$ cat config.mk
export PLATFORM = sky130hd
export DESIGN_NAME = rx_serial_7e1
export DESIGN_NICKNAME = d
export VERILOG_FILES = /design/src/rtl/rx_serial_7e1.sv
export SDC_FILE = /design/constraint.sdc
export NUM_CORES = 1
export LEC_CHECK = 0
export BUFFER_PORTS_ARGS = -buffer_cell sky130_fd_sc_hd__buf_2
export CORE_AREA = 8 8 54 78
export CTS_CLUSTER_DIAMETER = 150
export DETAILED_ROUTE_END_ITERATION = 10
export DIE_AREA = 0 0 62 86
export PLACE_DENSITY = 0.77
export SKIP_CTS_REPAIR_TIMING = 1
export SYNTH_ARGS = -nofsm -noshare
export SYNTH_HDL_FRONTEND = slang
export SYNTH_SLANG_ARGS = --single-unit
$ cat constraint.sdc
create_clock -name clock -period 3.9 [get_ports clock]
set_input_delay 0.78 -clock clock [delete_from_list [all_inputs] [get_ports clock]]
set_output_delay 0.78 -clock clock [all_outputs]
set_load 0.01 [all_outputs]
$ cat src/rtl/rx_serial_7e1.sv
`timescale 1ns/1ps
`default_nettype none
// ============================================================================
//  Module   : rx_serial_7e1
//  Purpose  : 7E1 asynchronous serial receiver (1 start, 7 data LSB first,
//             even parity, 1 stop) with mid-bit sampling and a
//             hold-until-consumed data handshake.
//  Options  : RX_SERIAL_OVERRUN_EN adds the erro_overrun status output.
//  Revision : 1.0 - initial release
// ============================================================================
module rx_serial_7e1 #(
    parameter int CLK_FREQ  = 50000000,
    parameter int BAUD_RATE = 115200
) (
    input  logic       clock,
    input  logic       reset,
    input  logic       dados_serial,
    input  logic       recebe_dado,
    output logic [6:0] dados_ascii,
    output logic       pronto,
    output logic       tem_dado,
    output logic       erro_paridade,
    output logic       erro_stop,
`ifdef RX_SERIAL_OVERRUN_EN
    output logic       erro_overrun,
`endif
    output logic [3:0] db_estado
);

    // Clocks per bit, half bit, and counter width
    localparam int c_clks_bit = CLK_FREQ / BAUD_RATE;
    localparam int c_clks_half = c_clks_bit / 2;
    localparam int c_cw = (c_clks_bit > 1) ? $clog2(c_clks_bit) : 1;
    localparam logic [c_cw-1:0] c_bit_last  = c_cw'(c_clks_bit - 1);
    localparam logic [c_cw-1:0] c_half_last = c_cw'(c_clks_half - 1);

    typedef enum logic [3:0] {
        INICIAL  = 4'd0,
        START    = 4'd1,
        DADOS    = 4'd2,
        PARIDADE = 4'd3,
        STOP     = 4'd4,
        FINAL    = 4'd5,
        ESPERA   = 4'd6
    } state_t;

    state_t          r_state;
    state_t          w_next;
    logic            r_sync1;
    logic            r_sync2;
    logic [c_cw-1:0] r_cnt;
    logic [2:0]      r_idx;
    logic [6:0]      r_shift;
    logic            r_par;
    logic            w_line;
    logic            w_tick;
    logic            w_timed;
    logic            w_latch;

    assign w_line    = r_sync2;
    assign db_estado = r_state;

    // Two-flop synchronizer for the asynchronous serial pin (idles high)
    always_ff @(posedge clock or negedge reset) begin
        if (!reset) begin
            r_sync1 <= 1'b1;
            r_sync2 <= 1'b1;
        end else begin
            r_sync1 <= dados_serial;
            r_sync2 <= r_sync1;
        end
    end

    // Sample strobe: half a bit into the start bit, full bits afterwards
    always_comb begin
        w_tick  = 1'b0;
        w_timed = 1'b0;
        case (r_state)
            START: begin
                w_timed = 1'b1;
                w_tick  = (r_cnt == c_half_last);
            end
            DADOS, PARIDADE, STOP: begin
                w_timed = 1'b1;
                w_tick  = (r_cnt == c_bit_last);
            end
            default: ;
        endcase
    end

    assign w_latch = (r_state == STOP) && w_tick;

    // FSM state register
    always_ff @(posedge clock or negedge reset) begin
        if (!reset) r_state <= INICIAL;
        else        r_state <= w_next;
    end

    // Next-state logic and the one-cycle completion pulse
    always_comb begin
        w_next = r_state;
        pronto = 1'b0;
        case (r_state)
            INICIAL:  if (!w_line) w_next = START;
            START:    if (w_tick) w_next = w_line ? INICIAL : DADOS;
            DADOS:    if (w_tick && (r_idx == 3'd6)) w_next = PARIDADE;
            PARIDADE: if (w_tick) w_next = STOP;
            STOP:     if (w_tick) w_next = FINAL;
            FINAL: begin
                pronto = 1'b1;
                w_next = erro_stop ? ESPERA : INICIAL;
            end
            ESPERA:   if (w_line) w_next = INICIAL;
            default:  w_next = INICIAL;
        endcase
    end

    // Bit timing counter and data bit index; both restart outside their states
    always_ff @(posedge clock or negedge reset) begin
        if (!reset) begin
            r_cnt <= '0;
            r_idx <= 3'd0;
        end else begin
            r_cnt <= (w_timed && !w_tick) ? r_cnt + 1'b1 : '0;
            if (r_state != DADOS) r_idx <= 3'd0;
            else if (w_tick)      r_idx <= r_idx + 3'd1;
        end
    end

    // Shift register and parity capture
    always_ff @(posedge clock or negedge reset) begin
        if (!reset) begin
            r_shift <= '0;
            r_par   <= 1'b0;
        end else begin
            if ((r_state == DADOS) && w_tick)    r_shift[r_idx] <= w_line;
            if ((r_state == PARIDADE) && w_tick) r_par <= w_line;
        end
    end

    // Output latch at the stop sample; a new frame wins over the acknowledge
    always_ff @(posedge clock or negedge reset) begin
        if (!reset) begin
            dados_ascii   <= '0;
            erro_paridade <= 1'b0;
            erro_stop     <= 1'b0;
            tem_dado      <= 1'b0;
        end else if (w_latch) begin
            dados_ascii   <= r_shift;
            erro_paridade <= r_par ^ (^r_shift);
            erro_stop     <= ~w_line;
            tem_dado      <= 1'b1;
        end else if (recebe_dado) begin
            tem_dado      <= 1'b0;
        end
    end

`ifdef RX_SERIAL_OVERRUN_EN
    // Overrun: a frame landed on unread data that was not consumed this cycle
    always_ff @(posedge clock or negedge reset) begin
        if (!reset)                                   erro_overrun <= 1'b0;
        else if (w_latch && tem_dado && !recebe_dado) erro_overrun <= 1'b1;
        else if (recebe_dado)                         erro_overrun <= 1'b0;
    end
`endif

endmodule
`default_nettype wire

### Word level (Yosys, flattened, before mapping)

Cells that the tools add are included.

* word-level logic and storage cells: 67
* bits in registers: 36
* output and inout port bits: 15

* equal/unequal tests: 16
* reductions and logical operators: 14
* $add $sub $neg: 2
* $lt $le $gt $ge: 2
* bitwise gates (word level): 2
* muxes and demuxes: 20

Operators by type and width (number)
* $pmux 4 s7: 1
* $mux 4: 6
* $eq 4x3->1 const B: 3
* $ne 2x2->1 const B: 6
* $add 9x1->9 const B: 1
* $eq 9x8->1 const B: 1
* $eq 9x9->1 const B: 1
* $mux 3: 3
* $mux 9: 1
* $eq 4x2->1 const B: 2
* $bwmux 7: 1
* $reduce_xor 7->1: 1
* $logic_and 1x1->1: 6
* $reduce_and 6->1: 1
* $mux 1: 5
* $eq 4x1->1 const B: 1
* $logic_not 4->1: 1
* $lt 3x4->1 const B: 1
* $ne 4x2->1 const B: 1
* $reduce_bool 2->1: 2
* $reduce_or 4->1: 1
* $add 3x1->3 const B: 1
* $demux 1 s3: 1
* $eq 3x3->1 const B: 1
* 7 further kinds: 7

### Logic depth before layout (Yosys ltp)

* depth after elaboration: 6
* depth in mapped cells: 6

### Worst setup path before layout

No wires, ideal clock.

* path kind: reg-to-reg
* from: register r_state[1], in the netlist db_estado[1]
* to: register r_par
* data arrival time: 1.800 ns
* buffers on the path: 0
* data required time: 3.775 ns
* library setup time: 0.125 ns
* path slack: 1.975 ns
* cell stages (with the launch flop): 6
* period minus slack after synthesis: 1.925 ns
* cells stage by stage: dfrtp_1 -> nor2b_4 -> or4_4 -> a21oi_4 -> nand3_2 -> mux2_4

* word-level cells in the longest chain between the ends: 4
* elaborated cells between the ends (all ways): 7
* classes of those cells: 4 x eq/ne; 1 x mux; 2 x reduce/logical

Ends and longest elaborated chain
* start: declaration: RTL line 47 `state_t r_state;`
* start signal: assignment: RTL line 96 `else r_state <= w_next;`
* $eq 4x3->1 (tied with other cells): RTL line 78 `case (r_state)`
* $reduce_or 3->1: RTL line 78
* $pmux 1 s2: RTL line 78
* $logic_and 1x1->1 (*): RTL line 137 `if ((r_state == PARIDADE) && w_tick) r_par <= w_line;`
* end signal: assignment: RTL line 137
* end: declaration: RTL line 54 `logic r_par;`

Every way passes the cells marked *; elsewhere a longest branch is shown, timed or not.
A chain may end at the register's enable or synchronous reset.

### Worst setup path after layout

* from: register r_cnt[6]
* to: register r_shift[0]

* word-level cells in the longest chain between the ends: 3
* elaborated cells between the ends (all ways): 4
* classes of those cells: 2 x eq/ne; 1 x mux; 1 x reduce/logical

Ends and longest elaborated chain
* start: declaration: RTL line 51 `logic [c_cw-1:0] r_cnt;`
* start signal: assignment: RTL line 124 `r_cnt <= (w_timed && !w_tick) ? r_cnt + 1'b1 : '0;`
* $eq 9x9->1 or $eq 9x8->1 (tied branches): RTL line 85, 81
* $pmux 1 s2 (*): RTL line 78
* $logic_and 1x1->1 (*): RTL line 136 `if ((r_state == DADOS) && w_tick) r_shift[r_idx] <= w_line;`
* end signal: indexed assignment: RTL line 136
* end: declaration: RTL line 53 `logic [6:0] r_shift;`

Marks and branches as above.

==> flow_summary.toml <==
[outcome]
status = "finished, final reports clean"

[clock_tree]
worstSkewPairLatency_ps = 280
path_clk_slew_ps = 70
cts_htree_levels = 2
clock_sinks = 35
cts_tree = "built"
clockBufferDepth = 2
cts_buffers = 5
clock-root-buffer = "clkbuf_8"

[route]
ant_nets = 0
drt-total-wl_mm = 3.298
vias_per_cell = 5.648
drc = 0
vias = 1203
wl_per_cell_um = 15.48
drt-initial-drc-count = 45
firstDrtPassIters = 4

[worst_setup_path]
required_ps = 4070
cp-start-kind = "register"
worstPathArrival_ps = 2240
worstPathMaxFanout = 5
critical_path_class = "register to register"
cp-end-kind = "register"

[die]
start_util = 0.5636
top_level_ports = 19
coreArea_sq_mm = 0.003097
fp.dieW_um = 62
rows = 25
die_height_um = 86
die-area_sq_mm = 0.005332

[grt]
gr-total-overflow = 0
antenna_found_initial = 0
grt_usage = 0.1406
grt_pass1_vias = 1228
grt_pass1_wl_mm = 5.526
grt_start_max_net_pins = 36

[placement]
placedCellCount = 205
io_buffers = 17
place_hpwl_mm = 2.331
gp_congestion = 0.8613

[yosys]
yosys_register_bits = 35
yosys-top-cells-area = "dfrtp_1 47%, mux2_2 9.0%, xnor2_1 5.0%"
synth-async-reset-ratio = 1.000
syn_nets = 163
postSynthCellCount = 156
synth.distinct_cells = 42
avgSynthCellArea_sq_um = 11.19
ys_warn_count = 0
mappedNetlistArea_sq_mm = 0.001745
synth-edff-count = 0
synth_top_flop_cell = "dfrtp_1"
seq_area_frac_synth = 0.5032
yosysTopAreaCellShare = 0.4731
synth_top_area_cell = "dfrtp_1"

[timing]
slew_headroom = 0.4957
rsz0062_at_grt = "no"
fin_crit_sh = 0.5315
tightest_slew_ps = 756.4
timing.clock.skew_ps = 6.685
fin_setup_tns_ps = 0
max_freq_mhz = 482.4
setup_viol = 0
drv_slew = 0
hold_viol = 0
fin_crit_ps = 2073

[layout]
seqCellArea_sq_um = 878.3
area.growth.synth_to_final_pct = 11.47
fin_cells = 213
fillCellCount = 243
diodes = 0
drive_gt1_frac = 0.2890
multi_input_area_sq_um = 809.5
fin_nets = 179

[pwr]
power.density_mw_per_mm2 = 337.2
peakVddDrop_uv = 282.1
leakage_uw = 0.0008802

[hold_path]
hold_class = "register to register"

[job]
drv_cap = 0
## cell usage in the layout (no fill, tap or decap), types with 3 or more instances in the layout
cell | Yosys | routed
nand2_1 | 8 | 8
nor3_1 | 4 | 4
mux2_2 | 14 | 14
xnor2_1 | 10 | 10
buf_2 | 1 | 17
o21ai_0 | 5 | 5
clkbuf_8 | 0 | 7
nor2_1 | 17 | 17
dfrtp_1 | 33 | 33
xor2_1 | 6 | 6
inv_1 | 6 | 6
nand4_1 | 3 | 3
nand3_1 | 5 | 5
ha_1 | 3 | 3
## metrics by stage
step                cell area [sq um]  hold slack (ps)  setup WS, ps  total power, uW  utilization
CTS                              1946            361.4          1795            667.4       0.6283
finish                           1946            359.0          1827            656.1       0.6283
floorplan                        1745            345.2          1975            374.9            -
global route                     1946            372.2          1647            682.5       0.6283
global placement                 1846            349.3          1814            382.7       0.5960
detailed placement               1846            347.2          1818            383.0       0.5960
## worst max-delay path: stages, from the launching register on
cell      delay, ps
dfrtp_1         430
and4bb_2        350
nand3_1         160
or3_1           460
nor3_1          190
mux2_2          370
## cells by family (layout without fill, tap and decap cells)
kind of cell | count (synthesis) | in the layout | share of synthesized area
flops | 35 | 35 | 0.5032
compound gates | 18 | 18 | 0.07958
xor+xnor | 16 | 16 | 0.08028
mux | 15 | 15 | 0.09892
fa+ha+maj | 3 | 3 | 0.02151
buf+inv | 14 | 31 | 0.03297
simple gates | 54 | 54 | 0.1814
other cells | 1 | 1 | 0.002148
## cell type report
class,count,share of cell area
flip-flops and latches,35,0.4514
well taps,40,0.02572
clock buffers,8,0.05145
inverters,6,0.01158
multi-input cells,107,0.4161
repair buffers,17,0.04373
## power by group
| part | switching [uW] | total [uW] | internal, uW | leakage (uW) |
|---|---|---|---|---|
| registers | 2.07 | 367 | 365 | 0.000467 |
| logic | 7.55 | 8.87 | 1.32 | 0.000361 |
| clock network | 119 | 280 | 161 | 0.0000515 |
| total | 129 | 656 | 527 | 0.000880 |
## routing by layer
| metal | vias to the layer above | share of wire | GRT usage |
|---|---|---|---|
| met5 | - | 0 | 0 |
| met2 | 28 | 0.54 | 0.2316 |
| met3 | 10 | 0.034 | 0.04491 |
| met4 | 0 | 0.028 | 0.08125 |
| met1 | 593 | 0.39 | 0.1480 |
| li1 | 572 | - | - |
## Yosys cell counts, drive strengths merged (3+ instances only)
library cell,number
xor2,6
nand4,3
inv,6
o21ai,5
nand3,6
mux2,15
nand2,8
ha,3
nor3,4
nor2,17
dfrtp,33
xnor2,10
clkbuf,6
## sequential cells by signal, indices dropped and copies added (netlist names)
name / flops
tem_dado: 1
r_cnt: 9
r_sync2: 1
r_sync1: 1
r_idx: 3
db_estado: 3
erro_paridade: 1
dados_ascii: 7
r_par: 1
erro_stop: 1
r_shift: 7
## final timing paths
path	from	end	slack, ps	depth (start not counted)
min in group asynchronous	reset	erro_paridade	560	1
worst min-delay path	r_sync1	r_sync2	360	0
worst min register to register	r_sync1	r_sync2	360	0
worst max-delay path	r_cnt[6]	r_shift[0]	1830	5
max in group asynchronous	reset	db_estado[2]	2850	1
worst max register to register	r_cnt[6]	r_shift[0]	1830	5
Note: power is estimated with default switching activity, not from simulation.
